--- src/rtl/spectrum_pkg.sv ---
`default_nettype none
// ============================================================================
//  Module   : spectrum_pkg
//  Purpose  : Shared types and constants for the spectrum band packer.
//             N_BANDS / LEVEL_W sizing, per-band level type, the packed
//             16x4-bit band vector, and the packer state encoding.
//  Ports    : none (package)
//  Revision : 1.0 - initial release
// ============================================================================
package spectrum_pkg;

  localparam int N_BANDS = 16;
  localparam int LEVEL_W = 4;

  typedef logic [LEVEL_W-1:0]               level_t;
  typedef logic [N_BANDS-1:0][LEVEL_W-1:0]  band_vec_t;

  typedef enum logic [1:0] {
    S_ACC     = 2'd0,
    S_FLUSH   = 2'd1,
    S_PUBLISH = 2'd2
  } packer_state_e;

endpackage
`default_nettype wire

--- src/rtl/band_log_quantizer.sv ---
`default_nettype none
// ============================================================================
//  Module   : band_log_quantizer
//  Purpose  : Combinational log2 quantizer for one band sum.
//             sum == 0 -> level 0; otherwise level = clamp(msb - LOG_OFFSET + 1,
//             0, 2**LEVEL_W - 1) where msb is the index of the highest set bit.
//  Ports    : i_sum   [SUM_W-1:0]  band sum (unsigned)
//             o_level [LEVEL_W-1:0] quantized level
//  Revision : 1.0 - initial release
// ============================================================================
module band_log_quantizer
  import spectrum_pkg::*;
#(
  parameter int SUM_W      = 20,
  parameter int LOG_OFFSET = 4
) (
  input  logic [SUM_W-1:0] i_sum,
  output level_t           o_level
);

  localparam int MAX_LEVEL = (1 << LEVEL_W) - 1;

  int msb;
  int lvl;

  always_comb begin
    // Ascending scan: the last set bit seen is the most significant one.
    msb = 0;
    for (int i = 0; i < SUM_W; i++) begin
      if (i_sum[i]) msb = i;
    end
    lvl = msb - LOG_OFFSET + 1;

    if (i_sum == '0)            o_level = '0;
    else if (lvl < 0)           o_level = '0;
    else if (lvl > MAX_LEVEL)   o_level = level_t'(MAX_LEVEL);
    else                        o_level = level_t'(lvl);
  end

endmodule
`default_nettype wire

--- src/rtl/spectrum_band_packer.sv ---
`default_nettype none
// ============================================================================
//  Module   : spectrum_band_packer
//  Purpose  : Sums a serial stream of FFT magnitude bins into 16 equal bands,
//             log2-quantizes each band to 4 bits and publishes all 16 levels
//             at once per frame together with a one-cycle frame strobe.
//  Ports    : i_clk, i_rst (async, active high)
//             i_bin_valid / o_bin_ready  bin handshake
//             i_bin_mag [15:0]           bin magnitude
//             i_bin_last                 final bin of the frame
//             o_data [15:0][3:0]         published levels, [0] = lowest band
//             o_frame_clk                pulse when o_data updates
//             o_len_err                  pulse with o_frame_clk on an over-long frame
//  Config   : SPECTRUM_PEAK_DECAY_EN - when defined, each published level is
//             max(new, previous - 1) so peaks fall off one step per frame.
//  Revision : 1.0 - initial release
// ============================================================================
module spectrum_band_packer
  import spectrum_pkg::*;
#(
  parameter int N_BINS     = 256,
  parameter int LOG_OFFSET = 4
) (
  input  logic        i_clk,
  input  logic        i_rst,
  input  logic        i_bin_valid,
  output logic        o_bin_ready,
  input  logic [15:0] i_bin_mag,
  input  logic        i_bin_last,
  output band_vec_t   o_data,
  output logic        o_frame_clk,
  output logic        o_len_err
);

  localparam int BAND_BINS  = N_BINS / N_BANDS;
  localparam int BAND_W     = $clog2(BAND_BINS);
  localparam int SUM_W      = 16 + BAND_W;
  localparam int BAND_IDX_W = $clog2(N_BANDS);
  // One spare bit so the index can sit at N_BINS once the frame is full.
  localparam int IDX_W      = $clog2(N_BINS) + 1;

  localparam logic [IDX_W-1:0] IDX_END  = IDX_W'(N_BINS);
  localparam logic [IDX_W-1:0] BIN_MASK = IDX_W'(BAND_BINS - 1);

  packer_state_e           state_q;
  logic [IDX_W-1:0]        idx_q;
  logic [SUM_W-1:0]        acc_q;
  logic                    done_valid_q;
  logic [BAND_IDX_W-1:0]   done_band_q;
  logic [SUM_W-1:0]        done_sum_q;
  logic                    err_q;
  band_vec_t               shadow_q;
  band_vec_t               data_q;
  logic                    frame_q;
  logic                    len_err_q;

  logic                    accept;
  logic                    in_range;
  logic                    band_end;
  logic                    flush_partial;
  logic [BAND_IDX_W-1:0]   band_cur;
  logic [SUM_W-1:0]        acc_sum;
  logic [SUM_W-1:0]        q_sum;
  logic [BAND_IDX_W-1:0]   q_band;
  logic                    q_write;
  level_t                  q_level;
  band_vec_t               shadow_d;
  band_vec_t               pub_vec_d;

  // Single shared quantizer: completed bands reach it one cycle after their
  // last bin, and the trailing partial band reaches it in S_FLUSH.
  band_log_quantizer #(
    .SUM_W      (SUM_W),
    .LOG_OFFSET (LOG_OFFSET)
  ) u_quant (
    .i_sum   (q_sum),
    .o_level (q_level)
  );

  always_comb begin
    accept   = i_bin_valid && (state_q == S_ACC);
    in_range = (idx_q < IDX_END);
    band_cur = BAND_IDX_W'(idx_q >> BAND_W);
    band_end = ((idx_q & BIN_MASK) == BIN_MASK);
    acc_sum  = acc_q + SUM_W'(i_bin_mag);

    // A completed band pending in S_FLUSH means the last bin closed a band,
    // so there is no partial band left; otherwise quantize the partial sum.
    flush_partial = (state_q == S_FLUSH) && !done_valid_q;
    q_sum         = flush_partial ? acc_q    : done_sum_q;
    q_band        = flush_partial ? band_cur : done_band_q;
    // Past N_BINS every band is already written; the dropped bins leave no partial.
    q_write       = done_valid_q || (flush_partial && in_range);

    shadow_d = shadow_q;
    if (q_write) shadow_d[q_band] = q_level;

`ifdef SPECTRUM_PEAK_DECAY_EN
    pub_vec_d = shadow_d;
    for (int k = 0; k < N_BANDS; k++) begin : g_decay
      level_t dec_lv;
      dec_lv = (data_q[k] == '0) ? '0 : data_q[k] - LEVEL_W'(1);
      pub_vec_d[k] = (shadow_d[k] > dec_lv) ? shadow_d[k] : dec_lv;
    end
`else
    pub_vec_d = shadow_d;
`endif
  end

  always_ff @(posedge i_clk or posedge i_rst) begin
    if (i_rst) begin
      state_q      <= S_ACC;
      idx_q        <= '0;
      acc_q        <= '0;
      done_valid_q <= 1'b0;
      done_band_q  <= '0;
      done_sum_q   <= '0;
      err_q        <= 1'b0;
      shadow_q     <= '0;
      data_q       <= '0;
      frame_q      <= 1'b0;
      len_err_q    <= 1'b0;
    end else begin
      frame_q      <= 1'b0;
      len_err_q    <= 1'b0;
      done_valid_q <= 1'b0;

      unique case (state_q)
        S_ACC: begin
          shadow_q <= shadow_d;
          if (accept) begin
            if (in_range) begin
              idx_q <= idx_q + IDX_W'(1);
              if (band_end) begin
                done_valid_q <= 1'b1;
                done_sum_q   <= acc_sum;
                done_band_q  <= band_cur;
                acc_q        <= '0;
              end else begin
                acc_q <= acc_sum;
              end
            end else begin
              err_q <= 1'b1;
            end
            if (i_bin_last) state_q <= S_FLUSH;
          end
        end

        S_FLUSH: begin
          data_q     <= pub_vec_d;
          frame_q    <= 1'b1;
          len_err_q  <= err_q;
          shadow_q   <= '0;
          acc_q      <= '0;
          done_sum_q <= '0;
          idx_q      <= '0;
          err_q      <= 1'b0;
          state_q    <= S_PUBLISH;
        end

        S_PUBLISH: begin
          state_q <= S_ACC;
        end

        default: begin
          state_q <= S_ACC;
        end
      endcase
    end
  end

  assign o_bin_ready = (state_q == S_ACC);
  assign o_data      = data_q;
  assign o_frame_clk = frame_q;
  assign o_len_err   = len_err_q;

endmodule
`default_nettype wire

--- config.mk ---
export PLATFORM = sky130hd
export DESIGN_NAME = spectrum_band_packer
export DESIGN_NICKNAME = d
export VERILOG_FILES = /design/src/rtl/spectrum_pkg.sv /design/src/rtl/band_log_quantizer.sv /design/src/rtl/spectrum_band_packer.sv
export SDC_FILE = /design/constraint.sdc
export NUM_CORES = 1
export LEC_CHECK = 0
export ABC_AREA = 1
export CORE_MARGIN = 8
export CORE_UTILIZATION = 50
export DETAILED_ROUTE_END_ITERATION = 10
export PLACE_DENSITY_LB_ADDON = 0.12
export SYNTH_ARGS = -nofsm -noshare
export SYNTH_HDL_FRONTEND = slang
export SYNTH_HIERARCHICAL = 1
export SYNTH_SLANG_ARGS = --single-unit
--- constraint.sdc ---
create_clock -name i_clk -period 15.3 [get_ports i_clk]
set_input_delay 3.06 -clock i_clk [delete_from_list [all_inputs] [get_ports i_clk]]
set_output_delay 3.06 -clock i_clk [all_outputs]
set_load 0.05 [all_outputs]
==> flow_metrics.env <==
export IMPL_port_buffers=86
export IMPL_via_count=8738
export IMPL_rsz0062_at_grt="false"
export IMPL_clk_latency_ns=0.43
export IMPL_start_util_pct=50.9
export IMPL_grt_max_degree=77
export IMPL_hp_class="flip-flop to flip-flop"
export IMPL_antenna_found_initial=0
export IMPL_finalInstanceArea_um2=11600
export IMPL_drv_cap=0
export IMPL_ctsLongestPathBuffers=2
export IMPL_post_route_cells_drive_above_1_share_pct=6.89
export IMPL_place_hpwl_um=16700
export IMPL_synth_nets=1400
export IMPL_placed_area_um2=11000
export IMPL_setup_viol=0
export IMPL_cts_tree="done"
export IMPL_hold_violations=0
export IMPL_clock_sinks=186
export IMPL_layout_nets=1465
export IMPL_syn_inst=1359
export IMPL_area_growth_pct=16.8
export IMPL_synth_area_um2=9950
export IMPL_worstSetupEndpoint="o_bin_ready"
export IMPL_cts_root_buf="clkbuf_16"
export IMPL_path_class="flip-flop to output port"
export IMPL_die_width_um=157
export IMPL_dr_first_iter_drc_count=607
export IMPL_register_area_um2=4650
export IMPL_finClkSkew_ns=0.0119
export IMPL_min_period_ns=5.82
export IMPL_postRouteAntennaNets=0
export IMPL_cp_end_kind="output port"
export IMPL_slew_viol_final=0
export IMPL_drc_errors=0
export IMPL_via_per_inst=5.14
export IMPL_critPathLaunch="state_q[1]$_DFFE_PP0P_"
export IMPL_path_common_cell="buf_4"
export IMPL_grt_usage_pct=21.0
export IMPL_placed_cells=1670
export IMPL_p_per_area_nw_per_um2=168
export IMPL_crit_required_ns=12.24
export IMPL_wire_per_inst_um=14.7
export IMPL_rrSetupSlack_ns=10.91
export IMPL_dieArea_um2=24700
export IMPL_vdd_drop_max_uv=152
export IMPL_tightestPinTransition_ns=0.913
export IMPL_fp_dieH_um=157
export IMPL_rr_worst_depth=32
export IMPL_rows=51
export IMPL_gr_usage_met1_pct=28.4
export IMPL_fin_crit_sh_pct=38.1
export IMPL_cts_inserted_buffers=17
export IMPL_crit_arrival_ns=2.76
export IMPL_dr_pass1_iters=7
export IMPL_grt_use_met3_pct=4.66
export IMPL_grt_met2_usage_pct=33.5
export IMPL_post_cts_buffers=0
export IMPL_path_clk_slew_ns=0.07
export IMPL_p_leak_nw=6.11
export IMPL_hold_buffers=0
export IMPL_core_area_um2=19500
export IMPL_slowest_stage="clkdlybuf4s50_1"
export IMPL_fillers=1809
export IMPL_syn_avg_cell_area_um2=7.32
export IMPL_maxSlewHeadroom_pct=39.1
export IMPL_boundaryPins=87
export IMPL_status="complete, no violations"
export IMPL_tns_ns=0
export IMPL_max_freq_mhz=172
export IMPL_multi_input_area_um2=4470
export IMPL_instances_no_fill=1701
export IMPL_ctsResizeCount=0
export IMPL_grt_pass1_wl_um=41500
export IMPL_crit_chain="buf_4, nor2_4, buf_4, clkdlybuf4s50_1"
export IMPL_gp_congestion=0.880
export IMPL_cp_max_fo=66
export IMPL_h_tree_depth=4
export IMPL_grt_overflow_total=0
export IMPL_wl_um=25000
export IMPL_diodes=0
export IMPL_grt_pass1_vias=8451
export IMPL_timing_rr_end="o_data[54]$_DFFE_PP0P_"
export IMPL_cp_slowest_stage_delay_ns=0.95
export IMPL_busiest_layer="met2"
export IMPL_r2r_start="state_q[1]$_DFFE_PP0P_"
export IMPL_critPathLaunchType="flip-flop"
export IMPL_synth_warnings=6
==> worst min-delay path by stage <==
stage,from,endpoint,slack (ns),cells past startpoint
2_1_floorplan,done_sum_q[11]$_DFFE_PP0P_,done_sum_q[11]$_DFFE_PP0P_,0.44,2
3_3_place_gp,shadow_q[41]$_DFFE_PP0P_,shadow_q[41]$_DFFE_PP0P_,0.46,2
3_5_place_dp,done_sum_q[11]$_DFFE_PP0P_,done_sum_q[11]$_DFFE_PP0P_,0.46,2
4_1_cts,shadow_q[27]$_DFFE_PP0P_,shadow_q[27]$_DFFE_PP0P_,0.48,2
5_1_grt,done_sum_q[11]$_DFFE_PP0P_,done_sum_q[11]$_DFFE_PP0P_,0.49,2
6_report,shadow_q[8]$_DFFE_PP0P_,shadow_q[8]$_DFFE_PP0P_,0.48,2
==> metrics by stage <==
step / setup WS [ns] / hold WS, ns / util, % / power [mW]
after floorplan: 7.18 / 0.444 / - / 1.24
after global placement: 9.61 / 0.457 / 56.4 / 1.47
after detailed placement: 9.61 / 0.461 / 56.4 / 1.49
after CTS: 9.45 / 0.479 / 59.5 / 1.95
after global routing: 9.34 / 0.494 / 59.5 / 2.09
final: 9.48 / 0.478 / 59.5 / 1.95
==> registers in the layout, summed over array words and instances (netlist names) <==
register      flops
o_frame_clk       1
o_len_err         1
acc_q            20
o_data           64
idx_q             9
done_band_q       4
state_q           2
err_q             1
done_valid_q      1
shadow_q         64
done_sum_q       19
==> metal layers <==
layer,vias to the layer above,wire length [um]
li1,4424,-
met1,4083,11800
met2,205,11300
met3,26,1420
met4,0,381
met5,-,0
==> worst max-delay path, delay by kind of cell, from the launching register on <==
kind | cells | cell delay, ns
flops | 1 | 0.36
buf+inv | 3 | 1.81
simple gates | 1 | 0.13
==> cell type report <==
class,instances,area share (%)
Sequential cell,186,40.1
Multi-Input combinational cell,955,38.4
Timing Repair Buffer,92,7.80
Inverter,172,5.60
Clock buffer,22,4.08
Tap cell,265,2.85
Clock inverter,9,1.18
==> report_power, final <==
group	total [mW]	internal [mW]	switching (mW)
Combinational	0.866	0.236	0.630
Sequential	0.619	0.568	0.0514
Clock	0.463	0.271	0.192
==> cells in the final DEF, fill, tap and decap left out, types with 20 or more instances in the layout <==
cell type / count
nand4_1: 21
nand2_1: 532
nand3_1: 156
o21ai_0: 56
ha_1: 20
a21oi_1: 24
clkdlybuf4s50_1: 86
inv_1: 153
nor2_1: 50
dfrtp_1: 186
o21ai_1: 20
No activity file was read; power rests on OpenSTA's default activity.
